File: src/rtl/imm_ext_seq.sv
// RV32I immediate extractor: instruction words are buffered in a small FIFO and
// decoded one at a time into a sign-extended immediate plus its format code.
module imm_ext_seq #(
    parameter int FIFO_DEPTH = 4
) (
    input  logic        clk,
    input  logic        rst_n,
    input  logic        instr_valid,
    input  logic [31:0] instr,
    output logic        instr_ready,
    output logic        imm_valid,
    input  logic        imm_ready,
    output logic [31:0] imm,
    output logic [2:0]  imm_type,
    output logic        illegal,
    output logic [15:0] ext_count
);

    localparam int              PTR_W   = $clog2(FIFO_DEPTH);
    localparam logic [PTR_W:0]  PTR_ONE = (PTR_W + 1)'(1);

    typedef enum logic [1:0] {
        IDLE   = 2'd0,
        DECODE = 2'd1,
        OUT    = 2'd2
    } state_e;

    typedef enum logic [2:0] {
        FMT_I    = 3'd0,
        FMT_S    = 3'd1,
        FMT_B    = 3'd2,
        FMT_U    = 3'd3,
        FMT_J    = 3'd4,
        FMT_NONE = 3'd7
    } fmt_e;

    state_e          state_q, state_d;
    logic [PTR_W:0]  wr_ptr_q, wr_ptr_d;
    logic [PTR_W:0]  rd_ptr_q, rd_ptr_d;
    logic [31:0]     mem_q [FIFO_DEPTH];
    logic [31:0]     instr_q, instr_d;
    logic [31:0]     imm_q, imm_d;
    fmt_e            imm_type_q, imm_type_d;
    logic            illegal_q, illegal_d;
    logic [15:0]     ext_count_q, ext_count_d;
    logic [31:0]     dec_imm;
    fmt_e            dec_fmt;
    logic            full, empty, push, pop;

    // The extra MSB on each pointer distinguishes full from empty when the indices match.
    assign empty       = (wr_ptr_q == rd_ptr_q);
    assign full        = (wr_ptr_q[PTR_W] != rd_ptr_q[PTR_W]) &&
                         (wr_ptr_q[PTR_W-1:0] == rd_ptr_q[PTR_W-1:0]);
    assign push        = instr_valid && !full;
    assign instr_ready = !full;

    assign wr_ptr_d = push ? wr_ptr_q + PTR_ONE : wr_ptr_q;
    assign rd_ptr_d = pop  ? rd_ptr_q + PTR_ONE : rd_ptr_q;

    // NOTE: the storage array is not reset; only the pointers decide which entries are live.
    always_ff @(posedge clk) begin
        if (push) begin
            mem_q[wr_ptr_q[PTR_W-1:0]] <= instr;
        end
    end

    // NOTE: every signal gets a default before the case so no latch is inferred.
    always_comb begin
        dec_imm = '0;
        dec_fmt = FMT_NONE;
        unique case (instr_q[6:0])
            7'b0010011, 7'b0000011, 7'b1100111: begin
                dec_fmt = FMT_I;
                dec_imm = {{20{instr_q[31]}}, instr_q[31:20]};
            end
            7'b0100011: begin
                dec_fmt = FMT_S;
                dec_imm = {{20{instr_q[31]}}, instr_q[31:25], instr_q[11:7]};
            end
            7'b1100011: begin
                dec_fmt = FMT_B;
                dec_imm = {{19{instr_q[31]}}, instr_q[31], instr_q[7],
                           instr_q[30:25], instr_q[11:8], 1'b0};
            end
            7'b0110111, 7'b0010111: begin
                dec_fmt = FMT_U;
                dec_imm = {instr_q[31:12], 12'b0};
            end
            7'b1101111: begin
                dec_fmt = FMT_J;
                dec_imm = {{11{instr_q[31]}}, instr_q[31], instr_q[19:12],
                           instr_q[20], instr_q[30:21], 1'b0};
            end
            default: ;
        endcase
    end

    always_comb begin
        state_d     = state_q;
        instr_d     = instr_q;
        imm_d       = imm_q;
        imm_type_d  = imm_type_q;
        illegal_d   = illegal_q;
        ext_count_d = ext_count_q;
        pop         = 1'b0;
        unique case (state_q)
            IDLE: begin
                if (!empty) begin
                    pop     = 1'b1;
                    instr_d = mem_q[rd_ptr_q[PTR_W-1:0]];
                    state_d = DECODE;
                end
            end
            DECODE: begin
                imm_d      = dec_imm;
                imm_type_d = dec_fmt;
                illegal_d  = (dec_fmt == FMT_NONE);
                state_d    = OUT;
            end
            OUT: begin
                // The result registers stay untouched here, so a stalled output holds steady.
                if (imm_ready) begin
                    ext_count_d = ext_count_q + 16'd1;
                    if (!empty) begin
                        pop     = 1'b1;
                        instr_d = mem_q[rd_ptr_q[PTR_W-1:0]];
                        state_d = DECODE;
                    end else begin
                        state_d = IDLE;
                    end
                end
            end
            default: state_d = IDLE;
        endcase
    end

    // NOTE: state registers use non-blocking assignments so all flops update together.
    always_ff @(posedge clk or negedge rst_n) begin
        if (!rst_n) begin
            state_q     <= IDLE;
            wr_ptr_q    <= '0;
            rd_ptr_q    <= '0;
            instr_q     <= '0;
            imm_q       <= '0;
            imm_type_q  <= FMT_NONE;
            illegal_q   <= 1'b0;
            ext_count_q <= '0;
        end else begin
            state_q     <= state_d;
            wr_ptr_q    <= wr_ptr_d;
            rd_ptr_q    <= rd_ptr_d;
            instr_q     <= instr_d;
            imm_q       <= imm_d;
            imm_type_q  <= imm_type_d;
            illegal_q   <= illegal_d;
            ext_count_q <= ext_count_d;
        end
    end

    assign imm_valid = (state_q == OUT);
    assign imm       = imm_q;
    assign imm_type  = imm_type_q;
    assign illegal   = illegal_q;
    assign ext_count = ext_count_q;

endmodule

File: config.mk
export PLATFORM = sky130hd
export DESIGN_NAME = imm_ext_seq
export DESIGN_NICKNAME = d
export VERILOG_FILES = /design/src/rtl/imm_ext_seq.sv
export SDC_FILE = /design/constraint.sdc
export NUM_CORES = 1
export LEC_CHECK = 0
export CORE_ASPECT_RATIO = 1.4
export CORE_MARGIN = 8
export CORE_UTILIZATION = 35
export DETAILED_ROUTE_END_ITERATION = 12
export SLEW_MARGIN = 20
export SYNTH_ARGS = -nofsm -noshare
export SYNTH_HDL_FRONTEND = slang
export SYNTH_SLANG_ARGS = --single-unit
File: constraint.sdc
create_clock -name clk -period 3.05 [get_ports clk]
set_input_delay 0.4575 -clock clk [delete_from_list [all_inputs] [get_ports clk]]
set_output_delay 0.4575 -clock clk [all_outputs]
set_load 0.005 [all_outputs]
==> Yosys cells after proc, flatten, opt, wreduce, memory -nomap -nowiden <==
Memories as Yosys holds them, arrays and structs flattened.
Index checks and enable logic that the tools add are counted.
{ "word_totals": {"register_bits": 92, "ram_bits": 128, "inputBits": 36, "output_inout_bits": 54, "word_cells": 52, "mem_count": 1} }
{ "classes": {"n_addsub": 3, "eq_ne": 16, "muxes": 14, "reduce_logical": 10} }
{ "memory_table": {"columns": ["memory", "words", "word_bits", "read_ports", "rd_clocked_by_memory_dff", "wr", "line_no", "source"], "rows": [
  ["mem_q", 4, 32, 1, 0, 1, "40", "logic [31:0] mem_q [FIFO_DEPTH];"]
]} }
{ "op_table": {"columns": ["operator", "n"], "rows": [
  ["32-bit one-hot mux with 5 select lines", 1],
  ["32-bit two-way mux", 2],
  ["32-bit one-hot mux with 2 select lines", 1],
  ["7-bit equality test, second input constant", 3],
  ["16-bit by 1-bit adder with 16-bit output, second input constant", 1],
  ["3-bit one-hot mux with 5 select lines", 1],
  ["7-bit by 5-bit equality test with 1-bit output, second input constant", 2],
  ["7-bit by 6-bit equality test with 1-bit output, second input constant", 2],
  ["7-bit by 2-bit equality test with 1-bit output, second input constant", 1],
  ["3-bit by 1-bit adder with 3-bit output, second input constant", 2],
  ["2-bit one-hot mux with 3 select lines", 1],
  ["2-bit AND reduction", 3],
  ["1-bit two-way mux", 5],
  ["2-bit two-way mux", 2],
  ["3-bit equality test", 1],
  ["3-bit equality test, second input constant", 1],
  ["3-bit OR reduction", 1],
  ["2-bit by 1-bit equality test with 1-bit output, second input constant", 1],
  ["2-bit equality test", 1],
  ["2-bit equality test, second input constant", 1],
  ["1-bit logical AND", 2],
  ["2-bit zero test", 1],
  ["2-bit by 1-bit inequality test with 1-bit output, second input constant", 1],
  ["2-bit inequality test, second input constant", 1],
  ["5 further kinds", 5]
]} }

==> Longest topological paths before layout <==
Gate-level depths: netlist of run 1.
{ "depth": {"word_depth": 6, "mapped_depth": 7, "depth_no_buf": 5} }

==> Worst setup path before layout of run 1 <==
Ideal clock, no wire load.
{ "synth_path": {"path_type": "register to register", "from": "register rd_ptr_q[1]", "to": "memory mem_q[3][0], enable pin", "setup_time_ps": 394, "arrival_ps": 1971, "t_required_ps": 2656, "setup_slack_ps": 685, "path_stages_with_launch": 5, "path_buffers": 1, "period_less_slack_ps": 2365, "cell_sequence": "dfrtp_1 -> buf_4 -> xnor2_1 -> a31oi_1 -> and2_1"} }
{ "synth_via": {"elab_chain_len": 6} }
{ "synth_lines": {"columns": ["element", "line_no", "source"], "rows": [
  ["from (decl)", "39", "logic [PTR_W:0] rd_ptr_q, rd_ptr_d;"],
  ["from (signal assigned)", "151", "rd_ptr_q <= rd_ptr_d;"],
  ["2-bit equality test", "53", "(wr_ptr_q[PTR_W-1:0] == rd_ptr_q[PTR_W-1:0]);"],
  ["1-bit logical AND", "52", "assign full = (wr_ptr_q[PTR_W] != rd_ptr_q[PTR_W]) &&"],
  ["1-bit zero test", "54", "assign push = instr_valid && !full;"],
  ["1-bit logical AND", "54", null],
  ["1-bit two-way mux", "62", "if (push) begin"],
  ["1-bit two-way mux (implied by the code)", "63", "mem_q[wr_ptr_q[PTR_W-1:0]] <= instr;"],
  ["to (decl)", "40", null]
]} }
Every way passes these cells.

==> Worst setup path in the final report of run 1 <==
{ "layout_path": {"from": "register wr_ptr_q[1]", "to": "output instr_ready"} }
{ "layout_via": {"elab_chain_len": 3} }
{ "layout_lines": {"columns": ["element", "line_no", "source"], "rows": [
  ["from (decl)", "38", "logic [PTR_W:0] wr_ptr_q, wr_ptr_d;"],
  ["from (signal assigned)", "150", "wr_ptr_q <= wr_ptr_d;"],
  ["2-bit equality test", "53", null],
  ["1-bit logical AND", "52", null],
  ["1-bit zero test", "55", "assign instr_ready = !full;"],
  ["to (decl)", "10", "output logic instr_ready,"]
]} }
Every way passes these cells.

==> results of run 1 <==
-- cell type report --
class / instances / area, um2
Antenna cell: 1 / 2.50
Fill cell: 2152 / 13900
Timing Repair Buffer: 102 / 1050
Multi-Input combinational cell: 262 / 2350
Clock buffer: 29 / 556
Inverter: 8 / 30.0
Clock inverter: 8 / 114
Sequential cell: 220 / 6150
Tap cell: 315 / 394
-- critical path: stages, from the launching register on --
cell             delay, ns
dfrtp_1               0.43
xnor2_1               0.39
nand3_1               0.14
clkdlybuf4s50_1       0.48
-- cell usage in the layout, fill, tap and decap left out, types with 6 or more instances in the layout --
cell type,instances
a211oi_1,8
a21oi_1,6
a22o_1,8
buf_4,8
clkbuf_1,8
clkbuf_16,21
clkdlybuf4s50_1,88
dfrtp_1,88
edfxtp_1,128
ha_1,6
inv_1,8
mux2_2,26
mux4_2,32
nand2_1,27
nand3_1,29
nor2_1,27
o21ai_0,18
xnor2_1,13
xor2_1,9
-- report_power, final --
group          switching (mW)  leakage, nW  internal, mW
clock                    1.04        0.319          1.53
sequential              0.534         2.33          4.10
combinational            1.61         1.24          1.76
total                    3.18         3.89          7.38
-- timing repair --
action	CTS	global route
hold buffers	1	0
hold endpoints to repair	2	0
setup buffers	0	0
-- per-stage QoR --
stage | util [%] | std cells | power [mW]
floorplan | - | 515 | 6.88
global placement | 40.7 | 906 | 8.04
detailed placement | 40.7 | 906 | 8.15
CTS | 43.5 | 944 | 10.8
global route | 43.5 | 944 | 11.2
finish | 43.5 | 945 | 10.6
-- sequential cells by signal (all words and copies together) (netlist names) --
| register | flops |
|---|---|
| imm_type | 3 |
| wr_ptr_q | 3 |
| ext_count | 16 |
| imm | 32 |
| illegal | 1 |
| instr_q | 32 |
| mem_q | 128 |
| rd_ptr_q | 3 |
| state_q | 2 |
-- kinds of logic (layout without fill, tap and decap cells) --
group | count (synthesis) | in the layout | synth area share (%)
AO/OA/AOI/OAI | 60 | 60 | 4.93
XOR/XNOR | 23 | 23 | 2.41
adder cells (fa/ha/maj) | 6 | 6 | 0.864
buffers and inverters | 33 | 147 | 2.12
flip-flops | 220 | 220 | 70.8
multiplexers | 63 | 63 | 12.3
other | 0 | 1 | 0
AND/OR/NAND/NOR | 110 | 110 | 6.57
-- metal layers --
layer | global-route usage, % | part of all wire [%]
met1 | 14.1 | 41
met2 | 20.2 | 51
met3 | 2.60 | 5.8
met4 | 3.83 | 2.1
met5 | 0 | 0
-- worst paths after layout --
| path | slack [ns] | endpoint | startpoint |
|---|---|---|---|
| worst max-delay path | 0.67 | instr_ready | wr_ptr_q[1] |
| worst min-delay path | 0.47 | ext_count[15] | ext_count[15] |
| worst max register to register | 0.94 | mem_q[0][23] | wr_ptr_q[1] |
| worst min register to register | 0.47 | ext_count[15] | ext_count[15] |
| max in group asynchronous | 1.79 | imm_type[1] | rst_n |
| min in group asynchronous | 0.54 | wr_ptr_q[1] | rst_n |
==> run metrics, run 1 <==
outcome=complete, no violations; layout cell share with drive strength beyond 1=17.5%; critical path launch point type=register; largest net degree at the start of global routing=50; Mapped Cells=~500; Synth top area share=approximately 44%; TritonCTS sink count=220; Worst Hold Path Cells=1; Worst EP required=approximately 2.6 ns; worst hold path type=reg -> reg; top cells by count, synth=edfxtp_1, dfrtp_1, mux4_2; Post-DRT Antenna Nets=0; # DRC=0; CP Max Fanout=4; Total GRT Usage=between 10% and 20%; vias=around 4700; Initial Util=between 30% and 40%; post-synthesis async set-or-reset flop share=between 40% and 50%; Post-DP HPWL=12000 um; arrival time worst endpoint=1.92 ns; Seq cells post-synth=220; synth top area cells=edfxtp_1, dfrtp_1, mux4_2; Die Height=between 200 and 250 um; number of max-slew violations in the final report=0; Die Area=between 0.03 and 0.04 mm2; DP Worst Slack=approximately 0.72 ns; post-synthesis sequential area ratio=a little over 70%; Post-synth EDFFs=approximately 130; syn_nets=between 500 and 600; htree depth=1; Pre-antenna DRT Iters=4; vias in the first global route=a little under 5000; DRT iter0 DRCs=about 320; Period minus WS final=2.38 ns; WS Path Type=reg -> out; worst skew pair latency=between 0.4 and 0.5 ns; Hold Fails Final Rpt=0; Max-Cap Viols=0; clk slew on worst S/H paths=0.06 ns; final hold slack=~0.47 ns; clock tree buffer depth=3; Routed WL=about 17000 um; top_reg_cell synth=edfxtp_1; area grow syn2layout=22.6%; Yosys cell types=51; number of antenna violations at the first check in global routing=0; final setup fails=0; r2r worst-path depth=4; Num CTS Buffers=21; RSZ-0062 raised after global routing=false; Congestion Overflow GR=0; Die Width=roughly 150 um; Mapped Area=0.00869 mm2; Worst-Margin Slew=0.808 ns; post-route cell area=about 0.011 mm2; nets=around 660; CP endpoint kind=output pin; DP Area=0.00997 mm2; Core Footprint=approximately 0.025 mm2; io pins=90; clock skew=between 0.01 and 0.015 ns; first-pass GRT wire length=28000 um; Avg Inst Size Synth=16.9 um2; number of cell rows=just under 70; P per Cell Area=~1000 mW/mm2; GPL Wtd Cong=0.758; Avg WL per Cell=between 15 and 20 um; via/cell ratio=4.97; port bufs=between 80 and 90; root buf cell=clkbuf_16; most frequent cell after synthesis=edfxtp_1; Setup TNS Final=0 ns; fin crit share=around 78%; YS warnings=0; Rel. slew slack=between 40% and 50%; Achievable Freq=about 420 MHz; Max VDD drop=0.500 mV; # resized after CTS=0; Worst Slack Setup Final=0.675 ns; CTS tree=yes; most area-hungry cell type in the Yosys netlist=edfxtp_1; P_leak=roughly 3.9 nW
No activity file was read; power rests on OpenSTA's default activity.
==> run 2: changes to the inputs <==
- clock period: 3.05 -> 2 ns (I/O delays scaled with it)
==> run metrics, run 2 (synthesis results as in run 1) <==
outcome=complete, no violations; Worst EP required=between 1.5 and 2 ns; htree depth=1; clock skew=0.0200 ns; Critical R2R Launch=rd_ptr_q[0]; Post-DRT Antenna Nets=0; Worst-Margin Slew=0.730 ns; Die Area=just over 0.03 mm2; Antenna Cells=0; port bufs=around 90; nets=680; layout cell share with drive strength beyond 1=a little under a quarter; Max-Cap Viols=0; first-pass GRT wire length=28500 um; io pins=90; Largest register FFs=~130; Achievable Freq=roughly 520 MHz; vias=roughly 4800; via/cell ratio=about 5; reg-to-reg critical path endpoint=instr_q[19]; fin crit share=a little over nine tenths; Rel. slew slack=51.3%; Num CTS Buffers=21; Setup TNS Final=0 ns; root buf cell=clkbuf_16; final setup fails=0; WS Path Type=reg -> out; # DRC=0; largest net degree at the start of global routing=93; Total GRT Usage=between 10% and 20%; CP max stage delay=0.52 ns; number of cell rows=68; vias in the first global route=between 5000 and 6000; CP Max Fanout=5; P_leak=just over 4 nW; Avg WL per Cell=18.4 um; Period minus WS final=just under 2 ns; Layout Utilization=44.9%; Initial Util=a little over a third; commonest non-fill, non-tap cells in the layout=edfxtp_1, dfrtp_1, clkdlybuf4s50_1; final hold slack=~0.35 ns; slowest CP cell=clkdlybuf4s50_1; Congestion Overflow GR=0; TritonCTS sink count=220; worst skew pair latency=roughly 0.5 ns; r2r worst-path depth=4; CP endpoint kind=output pin; clk slew on worst S/H paths=approximately 0.070 ns; DRT iter0 DRCs=between 200 and 300; arrival time worst endpoint=around 1.6 ns; critical path launch point type=register; Die Width=approximately 150 um; Pre-antenna DRT Iters=4; number of antenna violations at the first check in global routing=2; Routed WL=~18000 um; critical path, cell by cell=nor2b_2, clkdlybuf4s50_1; Die Height=between 200 and 250 um; area grow syn2layout=26.7%; most common cell after layout, fill and taps aside=edfxtp_1; worst hold path type=in -> async; fill count=between 2000 and 2500; clock tree buffer depth=3; GPL Wtd Cong=about 0.78; reg2reg setup slack=0.11 ns; Post-DP HPWL=approximately 12000 um; Hold Fails Final Rpt=0; P per Cell Area=around 1600 mW/mm2; number of max-slew violations in the final report=0; Core Footprint=around 0.025 mm2; CTS tree=yes; Max VDD drop=around 0.75 mV
-- run 2: changes by cell type in the layout (fill, tap and decap cells not counted), moves of 2 or more --
cell and change:
inv_6 +2, clkinv_1 -3, buf_12 +3, clkbuf_8 +2
clkinvlp_2 +2, and2_1 -4, buf_4 +20, bufinv_16 +3
and2_2 +4, clkbuf_1 -8
-- run 2: worst max path at each step --
stage,start,to,cells past startpoint
CTS,state_q[0],imm_valid,2
detailed placement,imm_ready,instr_q[16],5
global route,state_q[1],imm_valid,2
finish,state_q[0],imm_valid,2
global placement,imm_ready,instr_q[17],5
floorplan,rd_ptr_q[1],mem_q[3][0],4
-- run 2: per-stage QoR --
| stage | cells | setup slack [ns] | area, um2 | total power [mW] |
|---|---|---|---|---|
| after detailed placement | 920 | 0.0587 | 10100 | 12.6 |
| after global routing | 967 | -0.00574 | 11000 | 18.0 |
| after CTS | 965 | 0.0375 | 11000 | 17.3 |
| after global placement | 920 | 0.0731 | 10100 | 12.4 |
| final | 967 | 0.0673 | 11000 | 17.1 |
| after floorplan | 515 | -0.0280 | 8690 | 10.5 |
-- run 2: critical path: cells and delay by family, from the launching register on --
kind                   cells  cell delay, ns
buffers and inverters      1            0.52
flip-flops                 1            0.45
AND/OR/NAND/NOR            1            0.17
-- run 2: what timing repair did --
item	in CTS	in global routing
resized for setup	5	0
buffers inserted	7	2
setup endpoints to repair	2	10
pin swaps	2	1
endpoints found under the hold margin	89	0
hold buffers	1	0
-- run 2: final cells by class --
cell class	count	area [um2]	area share [%]
Sequential cell	220	6150	55.9
Clock buffer	23	553	5.03
Clock inverter	14	234	2.13
Timing Repair Buffer	125	1260	11.4
Inverter	8	30.0	0.273
Multi-Input combinational cell	262	2380	21.6
Tap cell	315	394	3.58
-- run 2: layer usage --
metal  wire (um)  global-route usage [%]
met2        9130                    20.9
met4         348                    3.36
met1        7330                    14.0
met3         952                    2.42
met5          20                       0
-- run 2: power breakdown --
| group | total, mW | internal (mW) | switching, mW |
|---|---|---|---|
| sequential | 7.07 | 6.25 | 0.822 |
| clock | 4.47 | 2.78 | 1.69 |
| combinational | 5.54 | 2.98 | 2.56 |
| total | 17.1 | 12.0 | 5.07 |
==> run 3: changes to the inputs <==
- HOLD_SLACK_MARGIN: default -> 0.08
- RECOVER_POWER: default -> 50
==> run metrics, run 3 (synthesis results as in run 1) <==
Post-DP HPWL=12100 um; fill count=around 2100; commonest non-fill, non-tap cells in the layout=edfxtp_1, dfrtp_1, clkdlybuf4s50_1; Die Width=~150 um; Achievable Freq=~520 MHz; P per Cell Area=roughly 1600 mW/mm2; Core Footprint=between 0.02 and 0.025 mm2; GPL Wtd Cong=~0.78; Rel. slew slack=between 10% and 20%; Num CTS Buffers=21; Initial Util=35.4%; outcome=complete, no violations; number of cell rows=68; largest net degree at the start of global routing=just over 90; root buf cell=clkbuf_16; Hold Fails Final Rpt=0; Worst-Margin Slew=approximately 1.3 ns; Pre-antenna DRT Iters=5; post-route cell area=between 0.01 and 0.015 mm2; htree depth=1; DP Area=between 0.01 and 0.015 mm2; number of antenna violations at the first check in global routing=4; worst skew pair latency=about 0.50 ns; via/cell ratio=5.00; total power=17.1 mW; area grow syn2layout=26.6%; clk slew on worst S/H paths=about 0.060 ns; # DRC=0; clock skew=0.0202 ns; DP Worst Slack=around 0.059 ns; nets=680; final setup fails=0; slowest CP cell=clkdlybuf4s50_1; DRT iter0 DRCs=between 200 and 300; Die Area=around 0.03 mm2; most common cell after layout, fill and taps aside=edfxtp_1; Max VDD drop=around 0.75 mV; critical path, cell by cell=nor2b_2, clkdlybuf4s50_1; arrival time worst endpoint=1.63 ns; final hold slack=0.483 ns; WS Path Type=reg -> out; Die Height=just over 200 um; Largest register FFs=128; Post-DRT Antenna Nets=0; critical path launch point type=register; first-pass GRT wire length=approximately 28000 um; number of max-slew violations in the final report=0; Worst Slack Setup Final=0.0655 ns; reg2reg setup slack=~0.11 ns; Routed WL=17800 um; clock tree buffer depth=3; layout cell share with drive strength beyond 1=23.2%; Avg WL per Cell=approximately 18 um; CP endpoint kind=output pin; Congestion Overflow GR=0; Total GRT Usage=11.8%; CP Max Fanout=5; CTS tree=yes; CP max stage delay=0.52 ns; vias=4842; port bufs=around 90; TritonCTS sink count=220; Period minus WS final=roughly 1.9 ns; P_leak=between 4 and 5 nW; vias in the first global route=between 5000 and 6000; worst hold path type=reg -> reg; io pins=90; Worst EP required=roughly 1.7 ns; Max-Cap Viols=0; fin crit share=96.7%
## run 3: changes by cell type in the layout (fill, tap and decap cells not counted), sizes merged
cell	change
diode	+1
clkdlybuf4s50	-32
dlygate4sd3	+32
clkbuf	+2
buf	-2
## run 3: path summary, 6_finish.rpt
| check | start | end | cells after the start |
|---|---|---|---|
| min | instr_q[19] | instr_q[19] | 1 |
| min in group asynchronous | rst_n | rd_ptr_q[2] | 3 |
| max reg2reg | rd_ptr_q[0] | instr_q[13] | 4 |
| min reg2reg | instr_q[19] | instr_q[19] | 1 |
| max | state_q[0] | imm_valid | 2 |
| max in group asynchronous | rst_n | rd_ptr_q[0] | 3 |
## run 3: cell type report
class	count	area, um2	share of cell area, %
diodes	1	2.50	0.0228
multi-input cells	262	2380	21.7
inverters	8	30.0	0.273
flip-flops and latches	220	6150	56.0
clock inverters	14	234	2.13
repair buffers	125	1250	11.3
clock buffers	23	553	5.03
well taps	315	394	3.58
## run 3: stage by stage
step | setup TNS (ns) | util, % | instances
final | 0 | 44.9 | 968
after global routing | -0.00574 | 44.9 | 968
after CTS | 0 | 44.8 | 965
after detailed placement | 0 | 41.3 | 920
after global placement | 0 | 41.3 | 920
after floorplan | -2.03 | - | 515
## run 3: repair_timing
| action | in CTS | in global routing |
|---|---|---|
| cloned | 0 | 0 |
| hold buffers | 1 | 0 |
| buffers inserted | 7 | 2 |
| endpoints found under the hold margin | 89 | 0 |
| resized for setup | 5 | 0 |
| pin swaps | 2 | 1 |
| endpoints found under the setup margin | 2 | 10 |
## run 3: layer usage
metal  part of all wire [%]  up-vias  global-route usage (%)
li1                       -     2213                       -
met1                     41     2477                    14.0
met2                     51      114                    20.9
met3                    5.3       32                    2.42
met4                    2.0        6                    3.36
met5                   0.16        -                       0
## run 3: worst max-delay path: cells and delay by family (launching register included)
| kind | cells | cell delay [ns] |
|---|---|---|
| buffers and inverters | 1 | 0.52 |
| DFF | 1 | 0.45 |
| and+or+nand+nor | 1 | 0.17 |
## run 3: report_power, final
part           switching [mW]  internal [mW]
clock network            1.68           2.78
registers               0.821           6.25
logic                    2.56           2.97
total                    5.06           12.0
